$ cat src/rtl/fifo_ctrl.sv
// fifo_ctrl: pointer and flag controller that turns a synchronous dual-port
// RAM (sync write, registered read, one-cycle read latency) into a
// first-word-fall-through FIFO with valid/ready push and pop interfaces.
//
// Ports:
//   i_clk, i_rst         clock; synchronous active-high reset
//   i_wr_valid/o_wr_ready/i_wr_data   push interface
//   o_rd_valid/i_rd_ready/o_rd_data   pop interface (data straight from RAM)
//   o_mem_wr_en/o_mem_wr_addr/o_mem_wr_data   RAM write port
//   o_mem_rd_addr/i_mem_rd_data               RAM read port
//   o_level              occupancy (only when FIFO_CTRL_LEVEL_EN is defined)
//
// Build option: define FIFO_CTRL_LEVEL_EN to add the registered o_level output.
module fifo_ctrl #(
    parameter int DataWidth = 8,
    parameter int Depth     = 16,
    localparam int AddrWidth = $clog2(Depth)
) (
    input  logic                 i_clk,
    input  logic                 i_rst,
    input  logic                 i_wr_valid,
    output logic                 o_wr_ready,
    input  logic [DataWidth-1:0] i_wr_data,
    output logic                 o_rd_valid,
    input  logic                 i_rd_ready,
    output logic [DataWidth-1:0] o_rd_data,
    output logic                 o_mem_wr_en,
    output logic [AddrWidth-1:0] o_mem_wr_addr,
    output logic [DataWidth-1:0] o_mem_wr_data,
    output logic [AddrWidth-1:0] o_mem_rd_addr,
    input  logic [DataWidth-1:0] i_mem_rd_data
`ifdef FIFO_CTRL_LEVEL_EN
    ,
    output logic [AddrWidth:0]   o_level
`endif
);

    localparam int PtrWidth = AddrWidth + 1;
    localparam logic [PtrWidth-1:0] DepthVal = PtrWidth'(Depth);

    logic [PtrWidth-1:0] wr_ptr;
    logic [PtrWidth-1:0] rd_ptr;
    logic [PtrWidth-1:0] wr_ptr_d1;
    logic [PtrWidth-1:0] used;
    logic                push;
    logic                pop;

    // Occupancy counts entries still inside the RAM write-to-read window,
    // so ready never depends on the pop side in the same cycle.
    assign used       = wr_ptr - rd_ptr;
    assign o_wr_ready = ~i_rst & (used != DepthVal);

    // Comparing against the delayed write pointer hides the RAM latency and
    // keeps a same-address old-data read from ever being presented as valid.
    assign o_rd_valid = ~i_rst & (rd_ptr != wr_ptr_d1);

    assign push = i_wr_valid & o_wr_ready;
    assign pop  = o_rd_valid & i_rd_ready;

    assign o_mem_wr_en   = push;
    assign o_mem_wr_addr = wr_ptr[AddrWidth-1:0];
    assign o_mem_wr_data = i_wr_data;

    // Look-ahead read address: the RAM output register then always holds
    // the entry at the pointer value of the following cycle.
    assign o_mem_rd_addr = rd_ptr[AddrWidth-1:0] + AddrWidth'(pop);
    assign o_rd_data     = i_mem_rd_data;

    always_ff @(posedge i_clk) begin
        if (i_rst) begin
            wr_ptr    <= '0;
            rd_ptr    <= '0;
            wr_ptr_d1 <= '0;
        end else begin
            wr_ptr    <= wr_ptr + PtrWidth'(push);
            rd_ptr    <= rd_ptr + PtrWidth'(pop);
            wr_ptr_d1 <= wr_ptr;
        end
    end

`ifdef FIFO_CTRL_LEVEL_EN
    // Tracks wr_ptr - rd_ptr in its own register so the output is a flop.
    logic [AddrWidth:0] level_q;

    always_ff @(posedge i_clk) begin
        if (i_rst) begin
            level_q <= '0;
        end else begin
            level_q <= level_q + PtrWidth'(push) - PtrWidth'(pop);
        end
    end

    assign o_level = level_q;
`endif

endmodule

$ cat config.mk
export PLATFORM = sky130hd
export DESIGN_NAME = fifo_ctrl
export DESIGN_NICKNAME = d
export VERILOG_FILES = /design/src/rtl/fifo_ctrl.sv
export SDC_FILE = /design/constraint.sdc
export NUM_CORES = 1
export LEC_CHECK = 0
export BUFFER_PORTS_ARGS = -buffer_cell sky130_fd_sc_hd__clkbuf_2
export CAP_MARGIN = 15
export CORE_ASPECT_RATIO = 1.1
export CORE_UTILIZATION = 26
export DETAILED_ROUTE_END_ITERATION = 8
export HOLD_SLACK_MARGIN = 0.06
export PLACE_DENSITY_LB_ADDON = 0.08
export SLEW_MARGIN = 5
export SYNTH_ARGS = -nofsm -noshare
export SYNTH_HDL_FRONTEND = slang
export SYNTH_SLANG_ARGS = --single-unit
$ cat constraint.sdc
create_clock -name i_clk -period 7 [get_ports i_clk]
set_clock_uncertainty 0.05 [all_clocks]
set_input_delay 0.35 -clock i_clk [delete_from_list [all_inputs] [get_ports i_clk]]
set_output_delay 0.35 -clock i_clk [all_outputs]
set_load 0.02 [all_outputs]
# After elaboration in Yosys (flattened, before gate mapping)
# Cells that the tools add are included.
[classes]
n_eq_ne = 2
div = 0
multipliers = 0
n_addsub = 4
bitwise = 5
shifts = 0
mux = 0
n_reduce_logical = 0
magnitude_cmp = 0
[ops]
columns = ["operator", "count"]
rows = [
  ["$add 5x1->5", 2],
  ["$ne 5x5->1", 1],
  ["$ne 5x5->1 const B", 1],
  ["$sub 5x5->5", 1],
  ["$add 4x1->4", 1],
  ["$and 1x1->1", 4],
  ["$not 1->1", 1],
]
[word_totals]
n_memories = 0
latch_bits = 0
mem_bits_rw = 0
romBits = 0
regBits = 15
elab_cells = 14

# Longest topological paths before layout
[logic_depth]
depth_word = 5
depth_mapped = 11
depth_no_buf = 11

# Least setup slack after synthesis
# No wires, ideal clock.
[synth_path]
path_kind = "reg-to-reg"
from = "reg rd_ptr[3]"
to = "reg wr_ptr[4]"
path_stages_with_launch = 12
path_buffers = 0
required_time_ns = 6.822
path_slack_ns = 4.453
arrival_ns = 2.370
synth_period_minus_slack_ns = 2.547
path_cell_list = "dfxtp_1 > inv_1 > ha_1 > nor2_1 > xnor2_1 > a2111oi_2 > nor3b_1 > ha_1 > ha_1 > nand3_1 > xor2_1 > nor2_1"
[synth_between]
elab_chain_len = 5
[synth_rtl]
columns = ["element", "line", "text"]
rows = [
  ["from (decl)", "42", "logic [PtrWidth-1:0] rd_ptr;"],
  ["from (signal assigned)", "76", "rd_ptr <= rd_ptr + PtrWidth'(pop);"],
  ["$sub 5x5->5", "50", "assign used = wr_ptr - rd_ptr;"],
  ["$ne 5x5->1", "51", "assign o_wr_ready = ~i_rst & (used != DepthVal);"],
  ["$and 1x1->1", "51", ""],
  ["$and 1x1->1", "57", "assign push = i_wr_valid & o_wr_ready;"],
  ["named net o_mem_wr_en", "27", "output logic o_mem_wr_en,"],
  ["$add 5x1->5", "75", "wr_ptr <= wr_ptr + PtrWidth'(push);"],
  ["to (signal assigned)", "75", ""],
  ["to (decl)", "41", "logic [PtrWidth-1:0] wr_ptr;"],
]
# The timed path passes the listed nets, and every way through them passes these cells.
# A chain may end at the register's enable or synchronous reset.

# Final worst setup path
[layout_path]
from = "reg rd_ptr[3]"
to = "reg wr_ptr[4]"
[layout_between]
elab_chain_len = 5
[layout_rtl]
columns = ["element", "line"]
rows = [
  ["$sub 5x5->5", "50"],
  ["$ne 5x5->1", "51"],
  ["$and 1x1->1", "51"],
  ["$and 1x1->1", "57"],
  ["$add 5x1->5", "75"],
]
# Every way passes these cells.

==> results.cfg <==
[critical_path]
critPathMaxStageDelay_ns = 0.42
reg2reg_depth = 11
slowest_stage = dfxtp_1
worstSetupStartpointType = flop
end_kind = flop
r2r_slack_ns = 4.52
path_cells = inv_1 -> ha_1 -> nor2_1 -> xnor2_1 -> a2111oi_2 -> nor3b_1 -> ha_1 -> ha_1 -> nand3_1 -> xor2_1 -> nor2_1
crit_type = reg2reg
r2r-end = wr_ptr[4]
cp_max_fo = 4
worstPathArrival_ns = 2.60
worst_path_most_repeated_cell = ha_1
cp.required_ns = 7.12
r2r-start = rd_ptr[3]
crit_start = rd_ptr[3]
setup.worst_path.end = wr_ptr[4]

[cells_and_area]
drive_gt1_share_pct = 20.9
postLayoutCoreUtil_pct = 27.6
layout_common_cells = dfxtp_1, clkbuf_2, nor2b_1
final_common_cell = dfxtp_1
final_nets = 120
n_fill_cell = 334
area_growth_pct = -1.58
diodes = 0

[cts]
clk_latency_ns = 0.28
cts_sinks = 15
cts-root-buf = clkbuf_4
cts_buffers = 3
clkTransAtPathRegs_ns = 0.09
post_cts_buffers = 0
clk_path_buf_depth = 2
htree_levels = 1
cts_tree = done
cts_resized = 0
postCtsHoldBufs = 0

[die]
die_h_um = 62.6
ios = 47
core_um2 = 3100
die_area_um2 = 3580
start_util_pct = 28.0
rows = 21
die_w_um = 57.1

[drt]
wl_um = 1550
drt_iter0_drc = 9
vias = 557
drc_errors = 4
wire_per_inst_um = 12.4
vias_per_cell = 4.46
postRouteAntennaNets = 0
drtPass1Iterations = 5

[min_path]
hold_path_class = reg2reg

[synthesis]
ys_seq_area_share_pct = 34.6
synth_cells = 94
synth_area_leader_cell = dfxtp_1
synthesis.area_um2 = 868
yosysWarnings = 0
ys_seq_elements = 15
synth_fp_nets = 122
synth_cell_types = 18
syn_area_per_cell_um2 = 9.24
synth.top_cell.area_share_pct = 34.6
synthTopCellsByArea = dfxtp_1, buf_4, ha_1

[sta]
final_max_slew_viol_count = 0
finalSetupViolCount = 0
period_share_pct = 35.4
relSlewSlack_pct = 74.7
hold_viol_final = 0
finalCriticalPeriod_ns = 2.48
tightest_slew_ns = 0.380
setup-tns-final_ns = 0
rsz0062_at_grt = false
max_freq_mhz = 403

[global_routing]
grt_max_degree = 19
antenna_found_initial = 0
track_usage_pct = 10.0
grt_overflow = 0
grt_pass1_wl_um = 2660
grt_pass1_vias = 583

[power_and_ir_drop]
ir_drop_v = 0.0000547
leakagePower_uw = 0.000399
power.density_nw_per_um2 = 177

[placed_design]
io_buffers = 14
gp_congestion = 0.641
hpwlAfterDp_um = 1170

[status]
violations = DRC
run_status = finished with violations

[flow_run]
drv_cap = 0
-- metal layers --
| metal | global-route usage [%] | up-vias | part of all wire, % |
|---|---|---|---|
| met1 | 11.9 | 248 | 49 |
| li1 | - | 277 | - |
| met2 | 14.6 | 30 | 41 |
| met3 | 4.76 | 2 | 8.6 |
| met5 | 0 | - | 0 |
| met4 | 5.49 | 0 | 1.2 |
-- report_power, final --
group | internal, uW | total [uW] | switching [uW]
logic | 5.24 | 13.6 | 8.38
clock network | 21.2 | 49.5 | 28.3
registers | 86.7 | 88.1 | 1.33
total | 113 | 151 | 38.1
-- Yosys cell counts (all sizes together) --
cell type,n
nand3,4
xnor2,5
nor2,7
nor3b,1
dfxtp,15
o21ai,1
nor3,1
and2,1
nor2b,10
buf,20
xor2,8
nand2b,1
o211ai,1
a31oi,2
clkbuf,1
a2111oi,1
inv,7
ha,8
-- final cells by class --
class / count / area (um^2) / area share, %
multi-input cells: 51 / 388 / 45.4
flip-flops and latches: 15 / 300 / 35.1
inverters: 7 / 26.3 / 3.07
well taps: 34 / 42.5 / 4.98
repair buffers: 14 / 70.1 / 8.20
clock buffers: 3 / 22.5 / 2.64
clock inverters: 1 / 5.00 / 0.586
-- flip-flops by register name, summed over array words and instances, names as in the netlist --
register   cells
wr_ptr_d1      5
rd_ptr         5
wr_ptr         5
-- per-stage QoR --
step / hold slack (ns) / total power, uW / instances / instance area (um^2) / worst slack [ns]
final: 0.447 / 151 / 125 / 855 / 4.52
after global routing: 0.489 / 162 / 125 / 855 / 4.24
after CTS: 0.445 / 155 / 125 / 855 / 4.47
after detailed placement: 0.430 / 104 / 121 / 827 / 4.51
after global placement: 0.437 / 104 / 121 / 827 / 4.58
after floorplan: 0.372 / 113 / 94 / 868 / 4.45
-- critical path: cells and delay by family, from the launching register on --
family                     cells  cell delay [ns]
and+or+nand+nor                4             0.42
buffers and inverters          1             0.06
AOI/OAI and AO/OA              1             0.41
xor gates and xnor gates       2             0.25
DFF                            1             0.42
adders and majority gates      3             0.77
-- how the worst min path moves through the flow --
stage | cells past startpoint | startpoint | to | slack, ns
final | 2 | wr_ptr[0] | wr_ptr_d1[0] | 0.45
after floorplan | 1 | i_rst | rd_ptr[0] | 0.37
after detailed placement | 2 | wr_ptr[0] | wr_ptr_d1[0] | 0.43
after CTS | 2 | wr_ptr[0] | wr_ptr_d1[0] | 0.44
after global placement | 2 | wr_ptr[0] | wr_ptr_d1[0] | 0.44
after global routing | 2 | i_rst | wr_ptr_d1[4] | 0.49
-- logic make-up (layout without fill, tap and decap cells) --
group / Yosys count / count (layout) / synth area share (%)
compound gates: 5 / 5 / 4.61
fa+ha+maj: 8 / 8 / 11.5
xor+xnor: 13 / 13 / 13.1
flops: 15 / 15 / 34.6
simple gates: 25 / 25 / 15.4
buf+inv: 28 / 25 / 20.7
Power figures use the tool's default switching activity.
